## config.mk

```make
export PLATFORM = sky130hd
export DESIGN_NAME = resnet_stream_ctrl_flat
export DESIGN_NICKNAME = d
export VERILOG_FILES = /design/src/rtl/resnet_stream_ctrl_pkg.sv /design/src/rtl/resnet_stream_ctrl_if.sv /design/src/rtl/resnet_stream_ctrl_prefetch_fifo.sv /design/src/rtl/resnet_stream_ctrl.sv /design/src/flat_wrapper.sv
export SDC_FILE = /design/constraint.sdc
export NUM_CORES = 1
export LEC_CHECK = 0
export CORE_MARGIN = 5
export CORE_UTILIZATION = 55
export CTS_BUF_LIST = sky130_fd_sc_hd__clkbuf_2
export DETAILED_ROUTE_END_ITERATION = 8
export PLACE_DENSITY = 0.8
export SLEW_MARGIN = 25
export SYNTH_ARGS = -nofsm -noshare
export SYNTH_HDL_FRONTEND = slang
export SYNTH_SLANG_ARGS = --single-unit
```

## constraint.sdc

```tcl
create_clock -name clk -period 3.2 [get_ports clk]
set_input_delay 0.64 -clock clk [delete_from_list [all_inputs] [get_ports clk]]
set_output_delay 0.64 -clock clk [all_outputs]
set_load 0.1 [all_outputs]
```

## src/rtl/resnet_stream_ctrl_pkg.sv

```systemverilog
// Shared types for the resnet run sequencer: FSM states and stream tags.
// Latency: none (types only).
// Backpressure: none (types only).
package resnet_ctrl_pkg;

    typedef enum logic [1:0] {
        IDLE  = 2'd0,
        FLUSH = 2'd1,
        RUN   = 2'd2,
        DONE  = 2'd3
    } state_t;

    // Tags which prefetch stream an in-flight memory read belongs to.
    typedef enum logic {
        STR_IN  = 1'b0,
        STR_KER = 1'b1
    } stream_t;

endpackage

```

## src/rtl/resnet_stream_ctrl_if.sv

```systemverilog
// Streaming bus between the run sequencer, the shared memory and the accelerator.
// Latency: memory read data valid one cycle after mem_rd_en; accelerator reads are zero-latency.
// Backpressure: none on the bus; the accelerator pulls words with read strobes.
// Ports: mem_rd_* shared read port, mem_wr_* output write port,
//        acc_in_* / acc_ker_* accelerator pull ports, acc_out_* accelerator push port.
interface resnet_stream_ctrl_if #(
    parameter int DATA_W = 16,
    parameter int ADDR_W = 16
);
    logic              mem_rd_en;
    logic [ADDR_W-1:0] mem_rd_addr;
    logic [DATA_W-1:0] mem_rd_data;
    logic              mem_wr_en;
    logic [ADDR_W-1:0] mem_wr_addr;
    logic [DATA_W-1:0] mem_wr_data;
    logic              acc_in_read_en;
    logic [DATA_W-1:0] acc_in_data;
    logic              acc_ker_read_en;
    logic [DATA_W-1:0] acc_ker_data;
    logic              acc_out_valid;
    logic [DATA_W-1:0] acc_out_data;

    // Controller side.
    modport master (
        output mem_rd_en, mem_rd_addr, mem_wr_en, mem_wr_addr, mem_wr_data,
        output acc_in_data, acc_ker_data,
        input  mem_rd_data, acc_in_read_en, acc_ker_read_en, acc_out_valid, acc_out_data
    );

    // Memory / accelerator side.
    modport slave (
        input  mem_rd_en, mem_rd_addr, mem_wr_en, mem_wr_addr, mem_wr_data,
        input  acc_in_data, acc_ker_data,
        output mem_rd_data, acc_in_read_en, acc_ker_read_en, acc_out_valid, acc_out_data
    );

endinterface

```

## src/rtl/resnet_stream_ctrl_prefetch_fifo.sv

```systemverilog
// Small prefetch FIFO for one stream; head is shown combinationally (0 when empty).
// Latency: a pushed word is visible at the head the cycle after the push edge.
// Backpressure: pushes to a full FIFO are dropped unless a pop frees a slot in the same cycle.
// Ports: clk/rst, clr_i (synchronous empty), push_i/push_dat_i, pop_i, head_o, count_o.
module stream_prefetch_fifo #(
    parameter int DATA_W   = 16,
    parameter int PF_DEPTH = 4
) (
    input  logic                           clk,
    input  logic                           rst,
    input  logic                           clr_i,
    input  logic                           push_i,
    input  logic [DATA_W-1:0]              push_dat_i,
    input  logic                           pop_i,
    output logic [DATA_W-1:0]              head_o,
    output logic [$clog2(PF_DEPTH+1)-1:0]  count_o
);
    localparam int PW = $clog2(PF_DEPTH);
    localparam int CW = $clog2(PF_DEPTH+1);

    logic [DATA_W-1:0] mem_q [PF_DEPTH];
    logic [PW-1:0]     wr_ptr_q, rd_ptr_q;
    logic [CW-1:0]     count_q;
    logic              do_push, do_pop;

    assign do_pop  = pop_i && (count_q != '0);
    assign do_push = push_i && ((count_q != CW'(PF_DEPTH)) || do_pop);

    always_ff @(posedge clk or posedge rst) begin
        if (rst) begin
            wr_ptr_q <= '0;
            rd_ptr_q <= '0;
            count_q  <= '0;
        end else if (clr_i) begin
            wr_ptr_q <= '0;
            rd_ptr_q <= '0;
            count_q  <= '0;
        end else begin
            if (do_push) wr_ptr_q <= wr_ptr_q + PW'(1);
            if (do_pop)  rd_ptr_q <= rd_ptr_q + PW'(1);
            // Simultaneous push and pop leaves the occupancy unchanged.
            if (do_push && !do_pop)      count_q <= count_q + CW'(1);
            else if (do_pop && !do_push) count_q <= count_q - CW'(1);
        end
    end

    // Storage carries no reset; only words covered by count_q are ever shown.
    always_ff @(posedge clk) begin
        if (do_push) mem_q[wr_ptr_q] <= push_dat_i;
    end

    assign head_o  = (count_q == '0) ? '0 : mem_q[rd_ptr_q];
    assign count_o = count_q;

endmodule

```

## src/rtl/resnet_stream_ctrl.sv

```systemverilog
// Run sequencer: flush pulse, input/kernel prefetch from one shared read port, output write-back.
// Latency: accelerator reads zero-latency from FIFO heads; refill read returns one cycle after grant.
// Backpressure: prefetch stalls when occupancy+inflight reaches PF_DEPTH; empty reads flag err_underrun.
// Ports: clk, rst (async, active high), start_i, busy_o, done_o, err_underrun_o, err_overread_o,
//        flush_o, strm (memory and accelerator bus, master side).
module resnet_stream_ctrl
    import resnet_ctrl_pkg::*;
#(
    parameter int DATA_W       = 16,
    parameter int ADDR_W       = 16,
    parameter int IN_WORDS     = 7200,
    parameter int KER_WORDS    = 216,
    parameter int OUT_WORDS    = 1024,
    parameter int IN_BASE      = 0,
    parameter int KER_BASE     = 7200,
    parameter int OUT_BASE     = 8192,
    parameter int PF_DEPTH     = 4,
    parameter int FLUSH_CYCLES = 2
) (
    input  logic clk,
    input  logic rst,
    input  logic start_i,
    output logic busy_o,
    output logic done_o,
    output logic err_underrun_o,
    output logic err_overread_o,
    output logic flush_o,
    resnet_stream_ctrl_if.master strm
);
    localparam int IC_W = $clog2(IN_WORDS+1);
    localparam int KC_W = $clog2(KER_WORDS+1);
    localparam int OC_W = $clog2(OUT_WORDS+1);
    localparam int FC_W = $clog2(FLUSH_CYCLES+1);
    localparam int CW   = $clog2(PF_DEPTH+1);

    state_t          state_q, state_d;
    logic [FC_W-1:0] flush_cnt_q;
    logic [IC_W-1:0] in_issued_q, in_deliv_q;
    logic [KC_W-1:0] ker_issued_q, ker_deliv_q;
    logic [OC_W-1:0] out_cnt_q;
    logic            prio_ker_q;   // kernel wins the next tie
    logic            rd_vld_q;
    stream_t         rd_tag_q;
    logic            err_underrun_q, err_overread_q;

    logic            run_start, prefetch_on, in_run;
    logic [CW-1:0]   in_cnt, ker_cnt;
    logic            in_infl, ker_infl, in_elig, ker_elig, gnt_in, gnt_ker;
    logic            in_over, in_under, in_pop, ker_over, ker_under, ker_pop;
    logic            wr_fire;

    assign run_start   = (state_q == IDLE) && start_i;
    assign prefetch_on = (state_q == FLUSH) || (state_q == RUN);
    assign in_run      = (state_q == RUN);

    always_comb begin
        state_d = state_q;
        busy_o  = (state_q != IDLE);
        done_o  = (state_q == DONE);
        flush_o = (state_q == FLUSH);
        unique case (state_q)
            IDLE:    if (start_i) state_d = FLUSH;
            FLUSH:   if (flush_cnt_q == FC_W'(FLUSH_CYCLES-1)) state_d = RUN;
            RUN:     if (out_cnt_q == OC_W'(OUT_WORDS)) state_d = DONE;
            DONE:    state_d = IDLE;
            default: state_d = IDLE;
        endcase
    end

    // A stream may refill only while words remain and the FIFO has room for
    // everything already requested, including the read still returning.
    assign in_infl  = rd_vld_q && (rd_tag_q == STR_IN);
    assign ker_infl = rd_vld_q && (rd_tag_q == STR_KER);
    assign in_elig  = prefetch_on && (in_issued_q < IC_W'(IN_WORDS)) &&
                      (((CW+1)'(in_cnt) + (CW+1)'(in_infl)) < (CW+1)'(PF_DEPTH));
    assign ker_elig = prefetch_on && (ker_issued_q < KC_W'(KER_WORDS)) &&
                      (((CW+1)'(ker_cnt) + (CW+1)'(ker_infl)) < (CW+1)'(PF_DEPTH));
    assign gnt_in   = in_elig && (!ker_elig || !prio_ker_q);
    assign gnt_ker  = ker_elig && (!in_elig || prio_ker_q);

    assign strm.mem_rd_en   = gnt_in || gnt_ker;
    assign strm.mem_rd_addr = gnt_ker ? (ADDR_W'(KER_BASE) + ADDR_W'(ker_issued_q)) :
                              gnt_in  ? (ADDR_W'(IN_BASE)  + ADDR_W'(in_issued_q))  : '0;

    // Overread takes precedence: once every word is delivered the FIFO is
    // necessarily empty, and that case is reported as overread, not underrun.
    assign in_over   = in_run && strm.acc_in_read_en && (in_deliv_q == IC_W'(IN_WORDS));
    assign in_under  = in_run && strm.acc_in_read_en && !in_over && (in_cnt == '0);
    assign in_pop    = in_run && strm.acc_in_read_en && !in_over && (in_cnt != '0);
    assign ker_over  = in_run && strm.acc_ker_read_en && (ker_deliv_q == KC_W'(KER_WORDS));
    assign ker_under = in_run && strm.acc_ker_read_en && !ker_over && (ker_cnt == '0);
    assign ker_pop   = in_run && strm.acc_ker_read_en && !ker_over && (ker_cnt != '0);

    assign wr_fire          = in_run && strm.acc_out_valid && (out_cnt_q != OC_W'(OUT_WORDS));
    assign strm.mem_wr_en   = wr_fire;
    assign strm.mem_wr_addr = wr_fire ? (ADDR_W'(OUT_BASE) + ADDR_W'(out_cnt_q)) : '0;
    assign strm.mem_wr_data = wr_fire ? strm.acc_out_data : '0;

    assign err_underrun_o = err_underrun_q;
    assign err_overread_o = err_overread_q;

    always_ff @(posedge clk or posedge rst) begin
        if (rst) begin
            state_q        <= IDLE;
            flush_cnt_q    <= '0;
            in_issued_q    <= '0;
            in_deliv_q     <= '0;
            ker_issued_q   <= '0;
            ker_deliv_q    <= '0;
            out_cnt_q      <= '0;
            prio_ker_q     <= 1'b0;
            rd_vld_q       <= 1'b0;
            rd_tag_q       <= STR_IN;
            err_underrun_q <= 1'b0;
            err_overread_q <= 1'b0;
        end else begin
            state_q     <= state_d;
            flush_cnt_q <= (state_q == FLUSH) ? flush_cnt_q + FC_W'(1) : '0;
            rd_vld_q    <= gnt_in || gnt_ker;
            rd_tag_q    <= gnt_ker ? STR_KER : STR_IN;
            // Priority moves away from whichever stream just won.
            if (gnt_in || gnt_ker) prio_ker_q <= gnt_in;
            if (run_start) begin
                in_issued_q    <= '0;
                in_deliv_q     <= '0;
                ker_issued_q   <= '0;
                ker_deliv_q    <= '0;
                out_cnt_q      <= '0;
                err_underrun_q <= 1'b0;
                err_overread_q <= 1'b0;
            end else begin
                if (gnt_in)  in_issued_q  <= in_issued_q + IC_W'(1);
                if (gnt_ker) ker_issued_q <= ker_issued_q + KC_W'(1);
                if (in_pop)  in_deliv_q   <= in_deliv_q + IC_W'(1);
                if (ker_pop) ker_deliv_q  <= ker_deliv_q + KC_W'(1);
                if (wr_fire) out_cnt_q    <= out_cnt_q + OC_W'(1);
                if (in_under || ker_under) err_underrun_q <= 1'b1;
                if (in_over || ker_over)   err_overread_q <= 1'b1;
            end
        end
    end

    stream_prefetch_fifo #(.DATA_W(DATA_W), .PF_DEPTH(PF_DEPTH)) u_in_fifo (
        .clk        (clk),
        .rst        (rst),
        .clr_i      (run_start),
        .push_i     (rd_vld_q && (rd_tag_q == STR_IN)),
        .push_dat_i (strm.mem_rd_data),
        .pop_i      (in_pop),
        .head_o     (strm.acc_in_data),
        .count_o    (in_cnt)
    );

    stream_prefetch_fifo #(.DATA_W(DATA_W), .PF_DEPTH(PF_DEPTH)) u_ker_fifo (
        .clk        (clk),
        .rst        (rst),
        .clr_i      (run_start),
        .push_i     (rd_vld_q && (rd_tag_q == STR_KER)),
        .push_dat_i (strm.mem_rd_data),
        .pop_i      (ker_pop),
        .head_o     (strm.acc_ker_data),
        .count_o    (ker_cnt)
    );

endmodule

```

## src/flat_wrapper.sv

```systemverilog
// flat-port wrapper written by rule: the top's interface ports become plain ports
module resnet_stream_ctrl_flat import resnet_ctrl_pkg::*;
#(
    parameter int DATA_W       = 16,
    parameter int ADDR_W       = 16,
    parameter int IN_WORDS     = 7200,
    parameter int KER_WORDS    = 216,
    parameter int OUT_WORDS    = 1024,
    parameter int IN_BASE      = 0,
    parameter int KER_BASE     = 7200,
    parameter int OUT_BASE     = 8192,
    parameter int PF_DEPTH     = 4,
    parameter int FLUSH_CYCLES = 2
)
  (clk, rst, start_i, busy_o, done_o, err_underrun_o, err_overread_o, flush_o, strm_mem_rd_en, strm_mem_rd_addr, strm_mem_wr_en, strm_mem_wr_addr, strm_mem_wr_data, strm_acc_in_data, strm_acc_ker_data, strm_mem_rd_data, strm_acc_in_read_en, strm_acc_ker_read_en, strm_acc_out_valid, strm_acc_out_data);
  resnet_stream_ctrl_if #(.DATA_W(DATA_W), .ADDR_W(ADDR_W)) strm_i ();
  input  logic clk;
  input  logic rst;
  input  logic start_i;
  output logic busy_o;
  output logic done_o;
  output logic err_underrun_o;
  output logic err_overread_o;
  output logic flush_o;
  output wire logic [$bits(strm_i.mem_rd_en)-1:0] strm_mem_rd_en;
  output wire logic [$bits(strm_i.mem_rd_addr)-1:0] strm_mem_rd_addr;
  output wire logic [$bits(strm_i.mem_wr_en)-1:0] strm_mem_wr_en;
  output wire logic [$bits(strm_i.mem_wr_addr)-1:0] strm_mem_wr_addr;
  output wire logic [$bits(strm_i.mem_wr_data)-1:0] strm_mem_wr_data;
  output wire logic [$bits(strm_i.acc_in_data)-1:0] strm_acc_in_data;
  output wire logic [$bits(strm_i.acc_ker_data)-1:0] strm_acc_ker_data;
  input wire logic [$bits(strm_i.mem_rd_data)-1:0] strm_mem_rd_data;
  input wire logic [$bits(strm_i.acc_in_read_en)-1:0] strm_acc_in_read_en;
  input wire logic [$bits(strm_i.acc_ker_read_en)-1:0] strm_acc_ker_read_en;
  input wire logic [$bits(strm_i.acc_out_valid)-1:0] strm_acc_out_valid;
  input wire logic [$bits(strm_i.acc_out_data)-1:0] strm_acc_out_data;
  assign strm_mem_rd_en = strm_i.mem_rd_en;
  assign strm_mem_rd_addr = strm_i.mem_rd_addr;
  assign strm_mem_wr_en = strm_i.mem_wr_en;
  assign strm_mem_wr_addr = strm_i.mem_wr_addr;
  assign strm_mem_wr_data = strm_i.mem_wr_data;
  assign strm_acc_in_data = strm_i.acc_in_data;
  assign strm_acc_ker_data = strm_i.acc_ker_data;
  assign strm_i.mem_rd_data = strm_mem_rd_data;
  assign strm_i.acc_in_read_en = strm_acc_in_read_en;
  assign strm_i.acc_ker_read_en = strm_acc_ker_read_en;
  assign strm_i.acc_out_valid = strm_acc_out_valid;
  assign strm_i.acc_out_data = strm_acc_out_data;
  resnet_stream_ctrl #(.DATA_W(DATA_W), .ADDR_W(ADDR_W), .IN_WORDS(IN_WORDS), .KER_WORDS(KER_WORDS), .OUT_WORDS(OUT_WORDS), .IN_BASE(IN_BASE), .KER_BASE(KER_BASE), .OUT_BASE(OUT_BASE), .PF_DEPTH(PF_DEPTH), .FLUSH_CYCLES(FLUSH_CYCLES)) u_core (.clk(clk), .rst(rst), .start_i(start_i), .busy_o(busy_o), .done_o(done_o), .err_underrun_o(err_underrun_o), .err_overread_o(err_overread_o), .flush_o(flush_o), .strm(strm_i));
endmodule
```

==> flow_summary_export.csv, run 1 <==
group,metric,value,unit
clock_network,clk_path_buf_depth,3,
detailed_routing,drt_iter0_drc,513,
worst_setup_path,cp_slowest_cell,"dfrtp_1",
worst_hold_path,worstHoldPathType,"input port to async pin",
grt,grt_pass1_vias,6859,
grt,grt_pass1_wl,35500,µm
detailed_routing,routedWlPerCell,20.2,µm
timing,fin_skew,0.0583,ns
timing,tns,-3.56,ns
floorplanning,die_h,141,µm
yosys,synth-seq-cells,204,
worst_setup_path,reg2reg_slack,0.26,ns
final_layout,fin_area,0.0127,mm²
floorplanning,initial_utilization,55.4,%
timing,rsz0062_at_grt,"yes",
clock_network,clk_pin_slew_worst_paths,0.11,ns
clock_network,cts.htree.levels,2,
worst_setup_path,critPathArrivalTime,2.82,ns
placed_design,place_congestion,0.831,
worst_setup_path,worst_path_largest_cell_delay,0.37,ns
grt,grtUsageTotal,22.6,%
flow_run,cap_violations,0,
timing,timing.final.ws_setup,-0.265,ns
final_layout,layout_commonest_cell,"edfxtp_1",
detailed_routing,viasPerCell,5.84,
yosys,synth-warning-count,0,
worst_setup_path,crit_path_frequent_cell,"inv_1",
final_layout,seqCellArea,0.00575,mm²
worst_setup_path,rr_worst_depth,10,
worst_setup_path,cp_data_required_time,2.56,ns
outcome,status,"complete, but fails checks",
floorplanning,dieWidth,141,µm
yosys,synth_top_area_cell,"edfxtp_1",
yosys,synth_area_leaders,"edfxtp_1 41%, dfrtp_1 20%, mux4_2 7.6%",
worst_setup_path,r2r_end,"u_core.u_in_fifo.count_o[2]",
yosys,netlist_area,0.00945,mm²
grt,grt-ovfl-total,0,
placed_design,io_buffers,117,
grt,antenna_found_initial,1,
timing,fin_crit,3.46,ns
final_layout,nets,966,
detailed_routing,drc,0,
worst_setup_path,crit_type,"flip-flop to output pin",
floorplanning,core,0.0171,mm²
yosys,async_flop_share,37.3,%
yosys,synthCells,705,
floorplanning,dieArea,0.0199,mm²
yosys,synth.top_cell.area_share,40.7,%
worst_setup_path,crit_chain,"inv_1 -> ha_4 -> inv_1 -> a311oi_4 -> a31o_4 -> clkinvlp_4 -> a22o_4 -> buf_12",
worst_setup_path,cp-end-kind,"output pin",
final_layout,final_cell_mix,"128 x edfxtp_1, 78 x buf_12, 72 x dfrtp_1",
clock_network,cts_root_buf,"clkbuf_2",
clock_network,postCtsHoldBufs,0,
clock_network,tritoncts,"yes",
worst_setup_path,cp-start-kind,"flip-flop",
yosys,synth_edf_count,128,
worst_setup_path,critPathMaxFanout,6,
detailed_routing,drt_pass1_iterations,6,
final_layout,drive_gt1_share,33.4,%
yosys,avgSynthCellArea,13.4,µm²
yosys,ys_seq_area_share,60.8,%
outcome,violations,"negative setup slack",
timing,worst_pin_slew,0.755,ns
yosys,ys_types,66,
timing,relSlewSlack,49.6,%
timing,fmax,0.289,GHz
worst_setup_path,worstReg2RegStart,"u_core.in_deliv_q[0]",
clock_network,insertion_delay,0.80,ns
timing,setup_viol_count_final,35,
floorplanning,std_cell_rows,48,
floorplanning,io_pins,125,
detailed_routing,vias,6764,
clock_network,cts_buffers,53,
yosys,synth_top_flop_cell,"edfxtp_1",
final_layout,syn2layout_area_growth,34.0,%
timing,drv_slew,0,
timing,fin_hold_ws,0.307,ns
placed_design,placed_area,0.0117,mm²
final_layout,n_fill_cell,999,
timing,finalHoldViolCount,0,
detailed_routing,wl,23400,µm
timing,period_share,108,%
detailed_routing,drtAntennaViolNets,0,
final_layout,multiInputGateArea,0.00373,mm²
grt,grt_max_degree,43,
clock_network,clock-sinks,204,
placed_design,dp_hpwl,14500,µm
-- per-stage QoR --
stage | utilization (%) | setup WS [ns] | instances
finish | 74.2 | -0.265 | 1158
global route | 74.2 | -0.380 | 1158
CTS | 72.9 | -0.321 | 1141
detailed placement | 68.7 | 0.179 | 1039
global placement | 68.7 | 0.342 | 1039
floorplan | - | -0.506 | 711
-- registers in the layout (all words and copies together), names as in the netlist, 3 cells and up --
signal and cells:
u_core.u_ker_fifo.count_o 3, u_core.out_cnt_q 11, u_core.u_in_fifo.mem_q 64, u_core.ker_issued_q 8, u_core.u_in_fifo.count_o 3, u_core.ker_deliv_q 8, u_core.u_ker_fifo.mem_q 64, u_core.in_deliv_q 13
u_core.in_issued_q 13
-- critical path: cells and delay by family (launching register included) --
family,cells,cell delay [ns]
flip-flops,1,0.37
adder cells (fa/ha/maj),1,0.31
buffers and inverters,4,0.50
AO/OA/AOI/OAI,3,0.89
-- synth_stat cells (3+ instances only) --
cell      number
edfxtp_1     128
dfrtp_1       76
nor2_1        53
nor2b_1       36
mux4_2        32
nand2_1       31
inv_1         30
and3_1        29
a21oi_1       25
ha_1          24
clkbuf_1      22
nand3_1       22
xnor2_1       22
o21ai_0       18
xor2_1        17
and2_1        14
nand4_1       14
or3_1         13
nor3_1        11
buf_4         10
a22o_1         5
buf_2          5
mux2i_1        4
nand2b_1       4
o31ai_1        4
a31o_2         3
and4_1         3
-- layer usage --
| layer | GRT usage [%] | up-vias | wire length [µm] |
|---|---|---|---|
| met5 | 0 | - | 0 |
| met4 | 8.11 | 0 | 712 |
| met3 | 4.27 | 61 | 1340 |
| met2 | 40.5 | 307 | 12700 |
| met1 | 27.4 | 3372 | 8660 |
| li1 | - | 3024 | - |
-- worst max path at each step --
stage / from / to / cells past startpoint
after floorplan: u_core.state_q[0] / strm_mem_wr_addr[0] / 5
after global placement: strm_acc_ker_read_en / u_core.u_ker_fifo.count_o[2] / 8
after detailed placement: strm_acc_ker_read_en / u_core.u_ker_fifo.count_o[2] / 8
after CTS: u_core.in_issued_q[8] / strm_mem_rd_addr[1] / 6
after global routing: u_core.in_issued_q[8] / strm_mem_rd_addr[6] / 6
final: u_core.state_q[0] / strm_mem_rd_addr[6] / 8
-- timing repair --
| item | in CTS | in global routing |
|---|---|---|
| gates cloned | 3 | 2 |
| pin swaps | 25 | 16 |
| endpoints found under the setup margin | 41 | 50 |
| setup buffers | 14 | 14 |
| gates resized for setup | 39 | 17 |
| hold endpoints to repair | 0 | 0 |
-- final cells by class --
cell class              count  area share [%]
repair inverters            1          0.0593
inverters                  30           0.919
clock inverters            17           0.583
well taps                 225            2.22
clock buffers              68            2.69
flip-flops and latches    204            45.4
diodes                      1          0.0198
multi-input cells         441            29.4
repair buffers            171            18.7
-- logic make-up after synthesis --
logic type | count (synthesis) | share of synthesized area (%)
XOR/XNOR | 39 | 3.61
AND/OR/NAND/NOR | 252 | 14.7
adder cells (fa/ha/maj) | 26 | 3.60
flip-flops | 204 | 60.8
multiplexers | 36 | 8.05
buffers and inverters | 70 | 3.46
other | 1 | 0.0397
AO/OA/AOI/OAI | 77 | 5.77
Power of run 1 is not shown: default switching activity piles up to over one toggle a cycle in this logic, so the estimate is an artifact.
==> run 2, diff against run 1 <==
CORE_ASPECT_RATIO = 0.7   (was unset)
CTS_CLUSTER_SIZE = 25   (was unset)
==> flow_summary_export.csv, run 2 (synthesis results as in run 1) <==
group,metric,value,unit
placed_design,placed_area,0.0117,mm²
clock_network,clock-sinks,204,
final_layout,syn2layout_area_growth,32.6,%
timing,fin_crit,3.40,ns
worst_setup_path,critPathMaxFanout,6,
grt,grt_pass1_wl,36400,µm
placed_design,io_buffers,117,
clock_network,cts.htree.levels,2,
timing,drv_slew,0,
timing,rsz0062_at_grt,"yes",
grt,grt-ovfl-total,0,
clock_network,tritoncts,"yes",
timing,relSlewSlack,58.5,%
detailed_routing,routedWlPerCell,20.0,µm
floorplanning,core,0.0170,mm²
worst_setup_path,worst_path_largest_cell_delay,0.55,ns
grt,grtUsageTotal,22.8,%
floorplanning,dieWidth,167,µm
timing,worst_pin_slew,0.614,ns
outcome,status,"complete, but fails checks",
detailed_routing,drc,0,
detailed_routing,drtAntennaViolNets,0,
worst_setup_path,rr_worst_depth,10,
grt,met3_usage,4.08,%
timing,fmax,0.294,GHz
final_layout,drive_gt1_share,32.6,%
grt,grt_max_degree,55,
placed_design,place_congestion,0.826,
worst_setup_path,critPathArrivalTime,2.76,ns
floorplanning,io_pins,125,
timing,timing.final.ws_setup,-0.202,ns
worst_setup_path,crit_type,"flip-flop to output pin",
clock_network,cts_root_buf,"clkbuf_2",
grt,grt_pass1_vias,6981,
floorplanning,std_cell_rows,40,
final_layout,reg.largest.list,"u_core.u_in_fifo.mem_q (64), u_core.u_ker_fifo.mem_q (64)",
timing,fin_skew,0.0722,ns
detailed_routing,drt_iter0_drc,582,
detailed_routing,vias,6652,
floorplanning,initial_utilization,55.5,%
grt,use_met1,29.6,%
grt,busiest_layer,"met2",
worst_setup_path,cp-end-kind,"output pin",
timing,setup_viol_count_final,14,
grt,antenna_found_initial,0,
worst_setup_path,crit_chain,"or4_4 -> o2111ai_4 -> buf_4 -> and3_4 -> nand2_1 -> o31ai_2 -> buf_12",
floorplanning,dieArea,0.0199,mm²
clock_network,cts_buffers,49,
worst_hold_path,worstHoldPathType,"input port to async pin",
outcome,violations,"negative setup slack",
flow_run,cap_violations,0,
placed_design,pre_cts_ws,0.197,ns
timing,finalHoldViolCount,0,
clock_network,clk_pin_slew_worst_paths,0.11,ns
floorplanning,die_h,120,µm
worst_setup_path,cp_data_required_time,2.56,ns
worst_setup_path,cp_slowest_cell,"or4_4",
final_layout,layout_commonest_cell,"edfxtp_1",
placed_design,dp_hpwl,14800,µm
final_layout,fin_area,0.0125,mm²
grt,met2_usage,39.4,%
final_layout,nets,953,
worst_setup_path,cp-start-kind,"flip-flop",
detailed_routing,wl,23100,µm
final_layout,final_cell_mix,"128 x edfxtp_1, 77 x buf_12, 74 x dfrtp_1",
clock_network,insertion_delay,0.79,ns
final_layout,n_fill_cell,1023,
timing,period_share,106,%
clock_network,clk_path_buf_depth,3,
final_layout,diodes,0,
detailed_routing,drt_pass1_iterations,5,
detailed_routing,viasPerCell,5.76,
## run 2: changes by cell type in the layout (fill, tap and decap cells not counted), moves of 2 or more
cell | before | now
nor3_2 | 3 | 5
dfrtp_1 | 72 | 74
buf_4 | 53 | 47
clkbuf_2 | 68 | 73
clkinv_1 | 13 | 10
dfrtp_2 | 4 | 2
nor3_4 | 2 | 0
## run 2: path summary, 6_finish.rpt
path                                       startpoint                           to  slack, ns
worst max register to register   u_core.in_deliv_q[0]  u_core.u_in_fifo.count_o[2]       0.19
worst max-delay path            u_core.in_issued_q[8]          strm_mem_rd_addr[7]      -0.20
max in group asynchronous                         rst        u_core.in_issued_q[6]       2.26
min in group clk                u_core.flush_cnt_q[0]        u_core.flush_cnt_q[0]       0.45
worst min register to register  u_core.flush_cnt_q[0]        u_core.flush_cnt_q[0]       0.45
worst min-delay path                              rst        u_core.ker_deliv_q[7]       0.20
## run 2: layer usage
layer / routed length (µm) / part of all wire, %
met4: 403 / 1.7
met2: 12100 / 52
met1: 9320 / 40
met3: 1350 / 5.8
met5: 0 / 0
## run 2: per-stage QoR
stage          cells  util (%)  setup TNS [ns]  hold WS [ns]
6_report        1154      73.7           -2.50         0.203
3_5_place_dp    1043      68.8               0         0.432
5_1_grt         1154      73.7           -4.83         0.217
3_3_place_gp    1043      68.8               0         0.420
2_1_floorplan    711         -           -1.72         0.409
4_1_cts         1153      72.9           -3.01         0.173
## run 2: worst max-delay path: cells and delay by family (launching register included)
kind,cells,cell delay [ns]
simple gates,3,0.90
buf+inv,2,0.38
flops,1,0.39
compound gates,2,0.35
## run 2: final cells by class
cell class | count | area [µm²] | share of cell area (%)
clock buffers | 73 | 365 | 2.91
multi-input cells | 440 | 3670 | 29.3
repair inverters | 1 | 7.51 | 0.0599
clock inverters | 12 | 55.1 | 0.439
repair buffers | 163 | 2290 | 18.2
inverters | 30 | 116 | 0.928
well taps | 231 | 289 | 2.31
flip-flops and latches | 204 | 5750 | 45.9
## run 2: what timing repair did
item                                    in CTS  in global routing
buffers inserted                            21                  1
resized for setup                           16                 27
pin swaps                                   14                 26
cloned                                       4                  0
hold buffers                                 0                  0
endpoints found under the setup margin      37                 38
Power of run 2 is left out for the same reason.
